File: config.mk
export PLATFORM = sky130hd
export DESIGN_NAME = mem_port_arb
export DESIGN_NICKNAME = d
export VERILOG_FILES = /design/src/rtl/mem_port_arb.sv
export SDC_FILE = /design/constraint.sdc
export NUM_CORES = 1
export LEC_CHECK = 0
export ABC_AREA = 1
export CAP_MARGIN = 15
export CORE_AREA = 2 2 107 109
export CTS_BUF_LIST = sky130_fd_sc_hd__clkbuf_16
export DETAILED_ROUTE_END_ITERATION = 12
export DIE_AREA = 0 0 109 111
export PLACE_DENSITY = 0.6
export SKIP_CTS_REPAIR_TIMING = 1
export SYNTH_ARGS = -nofsm -noshare
export SYNTH_HDL_FRONTEND = slang
export SYNTH_SLANG_ARGS = --single-unit
File: constraint.sdc
create_clock -name clk -period 3.1 [get_ports clk]
set_input_delay 0.31 -clock clk [delete_from_list [all_inputs] [get_ports clk]]
set_output_delay 0.31 -clock clk [all_outputs]
set_load 0.01 [all_outputs]
File: src/rtl/mem_port_arb.sv
// mem_port_arb: shares one single-port memory bus between instruction fetch
// and the load/store unit. There is at most one outstanding transaction. The
// LSU has priority, and a starvation counter hands the bus to fetch after
// STARVE_MAX consecutive LSU wins. Responses pass straight through to the
// requester that owns the transaction.
module mem_port_arb #(
  parameter int unsigned XLEN       = 32,
  parameter int unsigned STARVE_MAX = 4
) (
  input  logic            clk,
  input  logic            reset,
  input  logic            if_req_i,
  input  logic [XLEN-1:0] if_adr_i,
  output logic            if_gnt_o,
  output logic            if_rvalid_o,
  output logic [XLEN-1:0] if_rdata_o,
  input  logic            lsu_req_i,
  input  logic [XLEN-1:0] lsu_adr_i,
  input  logic            lsu_is_store_i,
  input  logic [XLEN-1:0] lsu_store_data_i,
  input  logic [2:0]      lsu_access_size_i,
  output logic            lsu_gnt_o,
  output logic            lsu_rvalid_o,
  output logic [XLEN-1:0] lsu_rdata_o,
  output logic            mem_req_o,
  output logic [XLEN-1:0] mem_adr_o,
  output logic            mem_we_o,
  output logic [XLEN-1:0] mem_wdata_o,
  output logic [2:0]      mem_size_o,
  input  logic            mem_ready_i,
  input  logic            mem_rvalid_i,
  input  logic [XLEN-1:0] mem_rdata_i,
  output logic            stall_if_o,
  output logic            stall_exe_o,
  output logic            err_o
);

  localparam int unsigned   CW         = $clog2(STARVE_MAX + 1);
  localparam logic [CW-1:0] STARVE_LIM = CW'(STARVE_MAX);

  typedef enum logic [1:0] {
    IDLE     = 2'd0,
    WAIT_IF  = 2'd1,
    WAIT_LSU = 2'd2
  } state_e;

  state_e          state_q, state_d;
  logic [CW-1:0]   starve_cnt_q, starve_cnt_d;
  logic            err_q, err_d;

  logic if_resp, lsu_resp, if_elig, lsu_elig, slot_open;
  logic if_win, lsu_win, accept;

  // State, starvation counter and sticky error registers.
  always_ff @(posedge clk) begin
    if (reset) begin
      state_q      <= IDLE;
      starve_cnt_q <= '0;
      err_q        <= 1'b0;
    end else begin
      state_q      <= state_d;
      starve_cnt_q <= starve_cnt_d;
      err_q        <= err_d;
    end
  end

  // Arbitration, next state and all outputs; outputs are held low in reset.
  always_comb begin
    state_d      = state_q;
    starve_cnt_d = starve_cnt_q;
    err_d        = err_q;
    if_gnt_o     = 1'b0;
    if_rvalid_o  = 1'b0;
    if_rdata_o   = '0;
    lsu_gnt_o    = 1'b0;
    lsu_rvalid_o = 1'b0;
    lsu_rdata_o  = '0;
    mem_req_o    = 1'b0;
    mem_adr_o    = '0;
    mem_we_o     = 1'b0;
    mem_wdata_o  = '0;
    mem_size_o   = 3'b000;
    stall_if_o   = 1'b0;
    stall_exe_o  = 1'b0;
    err_o        = 1'b0;

    if_resp   = (state_q == WAIT_IF)  && mem_rvalid_i;
    lsu_resp  = (state_q == WAIT_LSU) && mem_rvalid_i;
    // The owner of the in-flight transaction still holds its old request,
    // including in its response cycle, so it cannot compete for the slot.
    if_elig   = if_req_i  && (state_q != WAIT_IF);
    lsu_elig  = lsu_req_i && (state_q != WAIT_LSU);
    slot_open = (state_q == IDLE) || if_resp || lsu_resp;

    if_win  = slot_open && if_elig && (!lsu_elig || (starve_cnt_q == STARVE_LIM));
    lsu_win = slot_open && lsu_elig && !if_win;
    accept  = (if_win || lsu_win) && mem_ready_i;

    if (accept) begin
      state_d = if_win ? WAIT_IF : WAIT_LSU;
    end else if (if_resp || lsu_resp) begin
      state_d = IDLE;
    end

    if (accept && if_win) begin
      starve_cnt_d = '0;
    end else if (accept && if_elig && (starve_cnt_q != STARVE_LIM)) begin
      starve_cnt_d = starve_cnt_q + CW'(1);
    end

    if ((state_q == IDLE) && mem_rvalid_i) begin
      err_d = 1'b1;
    end

    if (!reset) begin
      mem_req_o = if_win || lsu_win;
      if (lsu_win) begin
        mem_adr_o   = lsu_adr_i;
        mem_we_o    = lsu_is_store_i;
        mem_wdata_o = lsu_store_data_i;
        mem_size_o  = lsu_access_size_i;
      end else if (if_win) begin
        mem_adr_o  = if_adr_i;
        mem_size_o = 3'b010;
      end
      if_gnt_o     = accept && if_win;
      lsu_gnt_o    = accept && lsu_win;
      if_rvalid_o  = if_resp;
      lsu_rvalid_o = lsu_resp;
      if_rdata_o   = if_resp  ? mem_rdata_i : '0;
      lsu_rdata_o  = lsu_resp ? mem_rdata_i : '0;
      stall_if_o   = if_req_i  && !if_resp;
      stall_exe_o  = lsu_req_i && !lsu_resp;
      err_o        = err_q;
    end
  end

endmodule

==> results of run 1 <==
-- final timing paths --
kind                                                 to  slack, ns
worst max-delay path                    mem_wdata_o[31]       0.34
worst min register to register       err_q$_SDFFE_PP0P_       0.46
worst min-delay path                 err_q$_SDFFE_PP0P_       0.46
worst max register to register  state_q[1]$_SDFFE_PP0P_       1.41
-- layout by cell type, fill, tap and decap left out, drive strengths merged --
| master | Yosys | routed |
|---|---|---|
| a21boi | 1 | 1 |
| a21oi | 2 | 2 |
| and2 | 1 | 1 |
| and3 | 1 | 1 |
| buf | 12 | 11 |
| clkbuf | 9 | 3 |
| clkdlybuf4s50 | 0 | 277 |
| dfxtp | 6 | 6 |
| ha | 2 | 2 |
| inv | 87 | 87 |
| nand2 | 80 | 80 |
| nand3 | 42 | 42 |
| nand4 | 4 | 4 |
| nor2 | 107 | 107 |
| o211ai | 1 | 1 |
| o21ai | 2 | 2 |
| o21bai | 1 | 1 |
-- stage by stage --
| stage | hold slack, ns | utilization | area, sq um | cells |
|---|---|---|---|---|
| floorplan | 0.436 | - | 1700 | 358 |
| global route | 0.485 | 0.428 | 4740 | 771 |
| global placement | 0.447 | 0.422 | 4670 | 768 |
| CTS | 0.461 | 0.428 | 4740 | 771 |
| finish | 0.456 | 0.428 | 4740 | 771 |
| detailed placement | 0.454 | 0.422 | 4670 | 768 |
-- kinds of logic (layout without fill, tap and decap cells) --
family                   after synthesis  count (layout)
AO/OA/AOI/OAI                          7               7
AND/OR/NAND/NOR                      235             235
flip-flops                             6               6
buffers and inverters                108             378
adder cells (fa/ha/maj)                2               2
-- power by group --
part | internal [mW] | switching, mW
sequential | 0.0829 | 0.00414
combinational | 0.330 | 0.229
clock | 0.166 | 0.0457
total | 0.578 | 0.279
-- worst min-delay path, delay by kind of cell (launching register included) --
family / cells / cell delay, ns
flops: 1 / 0.29
buf+inv: 1 / 0.06
compound gates: 1 / 0.06
-- layout make-up --
class	count	share of cell area
flip-flops and latches	6	0.0253
inverters	87	0.0694
repair buffers	288	0.612
well taps	143	0.0377
multi-input cells	244	0.239
clock buffers	3	0.0158
-- routing by layer --
| layer | global-route usage | share of wire | wire length [um] | vias up |
|---|---|---|---|---|
| met4 | 0.0419 | 0.024 | 244 | 0 |
| met1 | 0.170 | 0.37 | 3720 | 1312 |
| met2 | 0.298 | 0.52 | 5290 | 138 |
| li1 | - | - | - | 1571 |
| met3 | 0.0359 | 0.086 | 870 | 19 |
| met5 | 0 | 0 | 0 | - |
-- state kept, by name, indices dropped and copies added (netlist names) --
name,cells
starve_cnt_q,3
err_q,1
state_q,2
==> summary.txt, run 1 <==
Timing
  • Max-slew violations: 0
  • Final min period: 2.76 ns
  • Max Freq: 362 MHz
  • Clk_skew: 0.00151 ns
  • Crit share post-route: 0.891
  • Setup TNS: 0 ns
  • Slew headroom: 0.720
  • RSZ-0062 raised after global routing: no
  • Final setup viols: 0
  • Fin. Hold Viols: 0
  • Setup ws final: 0.339 ns
  • Worst slew pin tran: 0.420 ns

Critical path
  • FF-to-FF Start: starve_cnt_q[0]$_SDFFE_PP0P_
  • Critical path's top delay family: buffers and inverters
  • CP Max Fanout: 19
  • Crit-path slowest cell: clkdlybuf4s50_1
  • CP cell instances: clkdlybuf4s50_1 -> o21bai_1 -> nand2_1 -> nand3_2 -> nand2_2 -> nor2_4 -> inv_4 -> buf_12 -> nor2_1 -> clkdlybuf4s50_1
  • Buf+Inv Stages, Crit Path: 4
  • Beginning of the critical path: mem_rvalid_i
  • Req. time, crit path: 2.79 ns
  • Arrival @ worst endpoint: 2.45 ns
  • Number of cells on the critical path: 10
  • Critical Path End Type: output port
  • CP Launch Type: input pin
  • Setup CP Type: input pin to output port
  • R2R depth: 10
  • Most used cell, CP: clkdlybuf4s50_1
  • Worst stage delay on the critical path: 0.55 ns

Finish
  • Multi-input gate area: 1140 sq um
  • NumNets Final: 770
  • Share of cells above drive strength 1: 0.0653
  • Sequential cell area: 120 sq um
  • Fill count: 1148
  • Antenna cells: 0
  • Area growth syn-to-layout: 178%

Floorplanning
  • # IOs: 278
  • Initial Utilization: 0.154
  • Vert. Die Dim: 111 um
  • Row cnt: 39
  • CORE AREA: 11100 sq um
  • Die width: 109 um
  • Die Area: 12100 sq um

Clock tree
  • Clock Latency Late Sink: 0.23 ns
  • H-tree depth: 1
  • Clk root buf: clkbuf_16
  • Num CTS Buffers: 3
  • Clk pin slew, worst setup/hold paths: 0.03 ns
  • Worst-case clock buffer depth: 2
  • Clk sinks: 6
  • CTS tree: yes

Logic synthesis
  • Post-Synthesis Cells: 358
  • Mapped Avg Cell Area: 4.76 sq um
  • Sequential share of the synthesized area: 0.0705
  • Xor and xnor fraction of the mapped netlist area: 0
  • Flops & latches, synth: 6
  • EDFF count, synth: 0
  • Netlist cell types: 25
  • Main flop type after synthesis: dfxtp_1
  • Top post-synthesis cells by area: nor2_1 19%, inv_1 19%, nand2_1 17%
  • Asr flop ratio synth: 0
  • Synth top cells by count: 86 x nor2_1, 84 x inv_1, 79 x nand2_1, 41 x nand3_1, 11 x nor2_4
  • Count leader, synth: nor2_1
  • Post-synthesis net count: 498
  • Largest family of logic cells by synthesized area: simple AND/OR/NAND/NOR gates
  • Post-synth top area share: 0.189
  • Synth Area in Simple Gates: 0.625
  • Synthesized area: 1700 sq um
  • Synth warn: 0
  • Area leader, netlist: nor2_1
  • Adder-cell share of the synthesized area: 0.0147
  • Synth Area in Compound Gates: 0.0272
  • Multiplexer share of the synthesized area: 0

Routing
  • Total wire length: 10.1 mm
  • DR vias/cell: 3.94
  • Vias: 3040
  • Iter 0 DRT Violations: 128
  • DR WL/cell: 13.1 um
  • Final routed DRC violation total: 0
  • Drt pass-1 iters: 6
  • Post-DRT Antenna Nets: 0

Place
  • RD Place Congestion: 0.881
  • Hpwl dp: 8.62 mm
  • DP Worst Slack: 0.345 ns
  • Port-buffer cells: 277

Global route
  • Grt ovf: 0
  • Gr usage total: 0.157
  • First-pass GRT wire length: 15.3 mm
  • Initial antenna violation count: 0
  • Vias in the first global route: 2927
  • Largest net degree at the start of global routing: 33

Worst hold path
  • Hold path start: err_q$_SDFFE_PP0P_
  • HP Class: flop to flop
  • WHS Path Cells: 2

Power and ir drop
  • Pwr dens: 181 nW/um^2
  • Total Power: 0.857 mW
  • Worst vdd ir: 0.126 mV
  • Leak: 2.23 nW

Run
  • Max-Cap Viols: 0

Status
  • Status: completed
No activity file was read; power rests on OpenSTA's default activity.
==> run 2, diff against run 1 <==
- CORE_AREA: 2 2 107 109 -> 2 2 109 111
- DIE_AREA: 0 0 109 111 -> 0 0 111 113
- PLACE_DENSITY: 0.6 -> 0.58
- SLEW_MARGIN: unset -> 10
- clock period: 3.1 -> 3 ns (I/O delays scaled with it)
==> summary.txt, run 2 (synthesis results as in run 1) <==
Status
  • Status: completed

Timing
  • Clk_skew: 0.00105 ns (-0.000462 ns)
  • Max-slew violations: 0 (unchanged)
  • Setup ws final: 0.301 ns (-0.0374 ns)
  • Final min period: 2.70 ns
  • Slew headroom: 0.751 (+0.0313)
  • Fin. Hold Viols: 0 (unchanged)
  • Crit share post-route: 0.900
  • Hold Slack: 0.467 ns (+0.0104 ns)
  • Worst slew pin tran: 0.369 ns (-0.0505 ns)
  • Final setup viols: 0 (unchanged)
  • RSZ-0062 raised after global routing: no
  • Setup TNS: 0 ns (unchanged)
  • Max Freq: 371 MHz

Place
  • Placed cell area: 4640 sq um (-0.64%)
  • Hpwl dp: 8.57 mm (-0.61%)
  • Port-buffer cells: 277 (unchanged)
  • RD Place Congestion: 0.830 (-5.8%)
  • DP Worst Slack: 0.339 ns (-0.00525 ns)

Routing
  • Iter 0 DRT Violations: 111 (-13%)
  • Final routed DRC violation total: 0 (unchanged)
  • Post-DRT Antenna Nets: 0 (unchanged)
  • DR vias/cell: 3.84 (-2.5%)
  • DR WL/cell: 13.2 um (+0.59%)
  • Total wire length: 10.1 mm (about the same)
  • Vias: 2949 (-3.0%)
  • Drt pass-1 iters: 4 (-2)

Clock tree
  • CTS tree: yes
  • Worst-case clock buffer depth: 2 (unchanged)
  • Num CTS Buffers: 3 (unchanged)
  • Clk root buf: clkbuf_16
  • Clk pin slew, worst setup/hold paths: 0.03 ns (about the same)
  • Clock Latency Late Sink: 0.23 ns (about the same)
  • Clk sinks: 6 (unchanged)
  • H-tree depth: 1 (unchanged)

Finish
  • Multi-input gate area: 1140 sq um (unchanged)
  • Antenna cells: 0 (unchanged)
  • Max FFs per register: 3 (unchanged)
  • Share of cells above drive strength 1: 0.0593 (-0.00599)
  • Fin area: 4710 sq um (-0.63%)
  • Sequential cell area: 120 sq um (unchanged)
  • Area growth syn-to-layout: 177%
  • Commonest non-fill, non-tap cell in the layout: clkdlybuf4s50_1
  • Most frequent cells in the layout: 277 x clkdlybuf4s50_1, 86 x nor2_1, 84 x inv_1
  • NumNets Final: 766 (-0.52%)
  • Reg with most FFs: starve_cnt_q
  • Biggest regs: starve_cnt_q x3, state_q x2, err_q x1
  • Fill count: 1212 (+5.6%)

Critical path
  • CP cell instances: inv_1 -> ha_1 -> nand2_1 -> nand3_1 -> nand3_2 -> nand2_2 -> nor2_4 -> inv_4 -> buf_12 -> nor2_1 -> clkdlybuf4s50_1
  • Req. time, crit path: 2.70 ns (-0.09 ns)
  • CP Launch Type: flop
  • Worst stage delay on the critical path: 0.55 ns (about the same)
  • CP Max Fanout: 35 (+16)
  • Crit-path slowest cell: clkdlybuf4s50_1
  • Setup CP Type: flop to output port
  • Critical Path End Type: output port
  • Arrival @ worst endpoint: 2.40 ns (-0.05 ns)

Floorplanning
  • Initial Utilization: 0.151 (-0.00266)
  • Die Area: 12500 sq um (+3.7%)
  • Vert. Die Dim: 113 um (+1.8%)
  • Die width: 111 um (+1.8%)
  • Row cnt: 39 (unchanged)
  • # IOs: 278 (unchanged)
  • CORE AREA: 11300 sq um (+1.8%)

Power and ir drop
  • Leak: 2.22 nW (-0.83%)
  • Pwr dens: 186 nW/um^2 (+3.1%)
  • Worst vdd ir: 0.427 mV (+240%)

Worst hold path
  • HP Class: flop to flop

Run
  • Max-Cap Viols: 0 (unchanged)

Global route
  • Grt ovf: 0 (unchanged)
  • Initial antenna violation count: 0 (unchanged)
  • Largest net degree at the start of global routing: 36 (+9.1%)
  • Vias in the first global route: 2757 (-5.8%)
  • First-pass GRT wire length: 15.1 mm (-1.4%)
  • Gr usage total: 0.147 (-0.0105)
==> run 2: cell count changes in the layout (fill, tap and decap cells not counted) <==
cell / change
buf_4: -4
==> run 2: final cells by class <==
cell class | instances | share of cell area
flip-flops and latches | 6 | 0.0255
inverters | 87 | 0.0698
multi-input cells | 244 | 0.241
clock buffers | 3 | 0.0159
repair buffers | 284 | 0.610
well taps | 143 | 0.0380
==> run 2: where the power goes <==
group / internal [mW] / leakage [nW] / total [mW] / switching [mW]
clock network: 0.171 / 0.0370 / 0.217 / 0.0461
logic: 0.336 / 2.13 / 0.570 / 0.234
registers: 0.0856 / 0.0491 / 0.0906 / 0.00494
total: 0.593 / 2.22 / 0.878 / 0.285
==> run 2: final timing paths <==
kind                                 from                       to  slack [ns]  cells after the start
max          starve_cnt_q[0]$_SDFFE_PP0P_           mem_wdata_o[1]        0.30                     11
min                    err_q$_SDFFE_PP0P_       err_q$_SDFFE_PP0P_        0.47                      2
min reg2reg            err_q$_SDFFE_PP0P_       err_q$_SDFFE_PP0P_        0.47                      2
max reg2reg  starve_cnt_q[0]$_SDFFE_PP0P_  state_q[1]$_SDFFE_PP0P_        1.32                     10
==> run 2: per-layer routing <==
layer / track usage / share of wire
met1: 0.175 / 0.40
met5: 0 / 0
met2: 0.285 / 0.53
met3: 0.0241 / 0.052
met4: 0.0150 / 0.010
==> run 2: worst max-delay path, delay by kind of cell, from the launching register on <==
family | cells | cell delay [ns]
adder cells (fa/ha/maj) | 1 | 0.19
flip-flops | 1 | 0.35
AND/OR/NAND/NOR | 6 | 0.77
buffers and inverters | 4 | 0.85
==> run 2: metrics by stage <==
stage                      util  total power, mW  std cells
after floorplan               -            0.297        358
after global placement    0.412            0.660        764
after detailed placement  0.412            0.665        764
after CTS                 0.418            0.887        767
after global routing      0.418            0.931        767
final                     0.418            0.878        767
==> run 3, diff against run 2 <==
- ABC_AREA: 1 -> unset
- CORE_AREA: 2 2 109 111 -> 2 2 107 109
- DIE_AREA: 0 0 111 113 -> 0 0 109 111
- HOLD_SLACK_MARGIN: unset -> 0.02
- PLACE_DENSITY: 0.58 -> 0.59
==> summary.txt, run 3 <==
Critical path
  • R2R depth: 7 (-3)
  • Worst R2R End: state_q[1]$_SDFFE_PP0P_
  • Arrival @ worst endpoint: 2.47 ns (+0.07 ns)
  • Setup CP Type: input pin to output port
  • Critical Path End Type: output port
  • Req. time, crit path: 2.70 ns (about the same)
  • CP Launch Type: input pin
  • FF-to-FF Start: starve_cnt_q[0]$_SDFFE_PP0P_
  • CP Max Fanout: 65 (+86%)
  • Reg2Reg Setup Slack: 1.38 ns (+0.06 ns)

Clock tree
  • Num CTS Buffers: 3 (unchanged)
  • H-tree depth: 1 (unchanged)
  • Clk pin slew, worst setup/hold paths: 0.03 ns (about the same)
  • Clk root buf: clkbuf_16
  • Worst-case clock buffer depth: 2 (unchanged)
  • CTS tree: yes
  • Clock Latency Late Sink: 0.23 ns (about the same)
  • Clk sinks: 6 (unchanged)

Worst hold path
  • HP Class: flop to flop
  • Worst Hold End: err_q$_SDFFE_PP0P_
  • WHS Path Cells: 2 (unchanged)
  • Hold path start: err_q$_SDFFE_PP0P_

Logic synthesis
  • Post-synthesis net count: 423 (-15%)
  • Top post-synthesis cells by area: and2_1 38%, o21ai_1 10%, nand3_1 9.8%
  • Count leader, synth: and2_1
  • Post-Synthesis Cells: 283 (-21%)
  • Flops & latches, synth: 6 (unchanged)
  • Main flop type after synthesis: dfxtp_1
  • Sequential share of the synthesized area: 0.0732 (+0.00274)
  • Synthesized area: 1640 sq um (-3.7%)
  • EDFF count, synth: 0 (unchanged)
  • Synth warn: 0 (unchanged)
  • Synth top cells by count: 100 x and2_1, 37 x nand2_1, 33 x o21ai_1, 32 x nand3_1, 12 x clkbuf_1
  • Asr flop ratio synth: 0 (unchanged)
  • Mapped Avg Cell Area: 5.80 sq um (+22%)
  • Netlist cell types: 31 (+24%)
  • Post-synth top area share: 0.381 (+0.192)
  • Area leader, netlist: and2_1

Floorplanning
  • Die Area: 12100 sq um (-3.5%)
  • Die width: 109 um (-1.8%)
  • Row cnt: 39 (unchanged)
  • Initial Utilization: 0.148 (-0.00310)
  • CORE AREA: 11100 sq um (-1.7%)
  • # IOs: 278 (unchanged)
  • Vert. Die Dim: 111 um (-1.8%)

Run
  • Max-Cap Viols: 0 (unchanged)

Finish
  • Area growth syn-to-layout: 186%
  • Share of cells above drive strength 1: 0.0294 (-0.0299)
  • Fin area: 4690 sq um (-0.58%)
  • Antenna cells: 0 (unchanged)
  • Max FFs per register: 3 (unchanged)
  • Reg with most FFs: starve_cnt_q
  • Fill count: 1134 (-6.4%)
  • Commonest non-fill, non-tap cell in the layout: clkdlybuf4s50_1
  • NumNets Final: 687 (-10%)
  • Final Core Density: 0.423 (+0.00488)
  • Biggest regs: starve_cnt_q x3, state_q x2, err_q x1
  • Most frequent cells in the layout: 277 x clkdlybuf4s50_1, 100 x and2_1, 37 x nand2_1

Routing
  • Vias: 2915 (-1.2%)
  • DR WL/cell: 14.7 um (+11%)
  • Final routed DRC violation total: 0 (unchanged)
  • Post-DRT Antenna Nets: 0 (unchanged)
  • DR vias/cell: 4.24 (+10%)
  • Iter 0 DRT Violations: 105 (-5.4%)
  • Drt pass-1 iters: 5 (+1)
  • Total wire length: 10.1 mm (-0.32%)

Timing
  • Setup ws final: 0.226 ns (-0.0755 ns)
  • Hold Slack: 0.473 ns (+0.00676 ns)
  • Crit share post-route: 0.925 (+0.0252)
  • Max-slew violations: 0 (unchanged)
  • RSZ-0062 raised after global routing: no
  • Final setup viols: 0 (unchanged)
  • Fin. Hold Viols: 0 (unchanged)
  • Worst slew pin tran: 0.323 ns (-0.0463 ns)
  • Final min period: 2.77 ns (+0.0755 ns)
  • Slew headroom: 0.784 (+0.0332)
  • Setup TNS: 0 ns (unchanged)
  • Clk_skew: 0.00167 ns (+0.000621 ns)
  • Max Freq: 360 MHz (-2.7%)

Status
  • Status: completed

Place
  • Port-buffer cells: 277 (unchanged)
  • Placed cell area: 4610 sq um (-0.59%)
  • RD Place Congestion: 0.863 (+4.0%)
  • DP Worst Slack: 0.249 ns (-0.0901 ns)
  • Hpwl dp: 8.14 mm (-5.0%)

Global route
  • First-pass GRT wire length: 15.3 mm (+1.0%)
  • Largest net degree at the start of global routing: 66 (+83%)
  • Gr usage total: 0.159 (+0.0118)
  • Grt ovf: 0 (unchanged)
  • Initial antenna violation count: 0 (unchanged)
  • Vias in the first global route: 2944 (+6.8%)

Power and ir drop
  • Leak: 1.71 nW (-23%)
  • Pwr dens: 176 nW/um^2 (-5.5%)
  • Worst vdd ir: 0.123 mV (-71%)
==> run 3: worst max-delay path by stage <==
stage	from	endpoint	depth (start not counted)	slack, ns
after floorplan	starve_cnt_q[0]$_SDFFE_PP0P_	mem_adr_o[0]	7	1.10
after global placement	lsu_req_i	mem_adr_o[14]	6	0.27
after detailed placement	lsu_req_i	mem_adr_o[9]	6	0.25
after CTS	lsu_req_i	mem_adr_o[9]	6	0.25
after global routing	starve_cnt_q[0]$_SDFFE_PP0P_	mem_wdata_o[14]	8	0.15
final	lsu_req_i	mem_adr_o[14]	6	0.23
==> run 3: logic make-up (layout without fill, tap and decap cells) <==
kind of cell	count (synthesis)	in the layout	share of synthesized area
fa+ha+maj	2	2	0.0153
compound gates	47	47	0.162
simple gates	194	194	0.658
flops	6	6	0.0732
buf+inv	34	296	0.0915
==> run 3: critical path: stages <==
cell and delay (ns):
clkdlybuf4s50_1 0.60, a21bo_2 0.28, a31o_2 0.29, buf_12 0.20, o21ai_1 0.21, clkdlybuf4s50_1 0.58
==> run 3: through the flow <==
step	total power [mW]	cells
6_report	0.825	688
3_3_place_gp	0.606	685
4_1_cts	0.836	688
3_5_place_dp	0.609	685
2_1_floorplan	0.252	283
5_1_grt	0.875	688
==> run 3: cell type report <==
class                   instances  area [sq um]  share of cell area
well taps                     143           179              0.0382
repair buffers                284          2900               0.619
inverters                       9          33.8             0.00721
multi-input cells             243          1380               0.294
flip-flops and latches          6           120              0.0256
clock buffers                   3          75.1              0.0160
==> run 3: report_power, final <==
group          internal [mW]  total, mW  switching (mW)
clock                  0.171      0.220          0.0485
sequential            0.0836     0.0879         0.00429
combinational          0.326      0.517           0.191
total                  0.581      0.825           0.244
==> run 3: per-layer routing <==
metal	track usage	share of wire
met1	0.175	0.38
met2	0.290	0.48
met3	0.0576	0.13
met4	0.0256	0.0088
met5	0	0
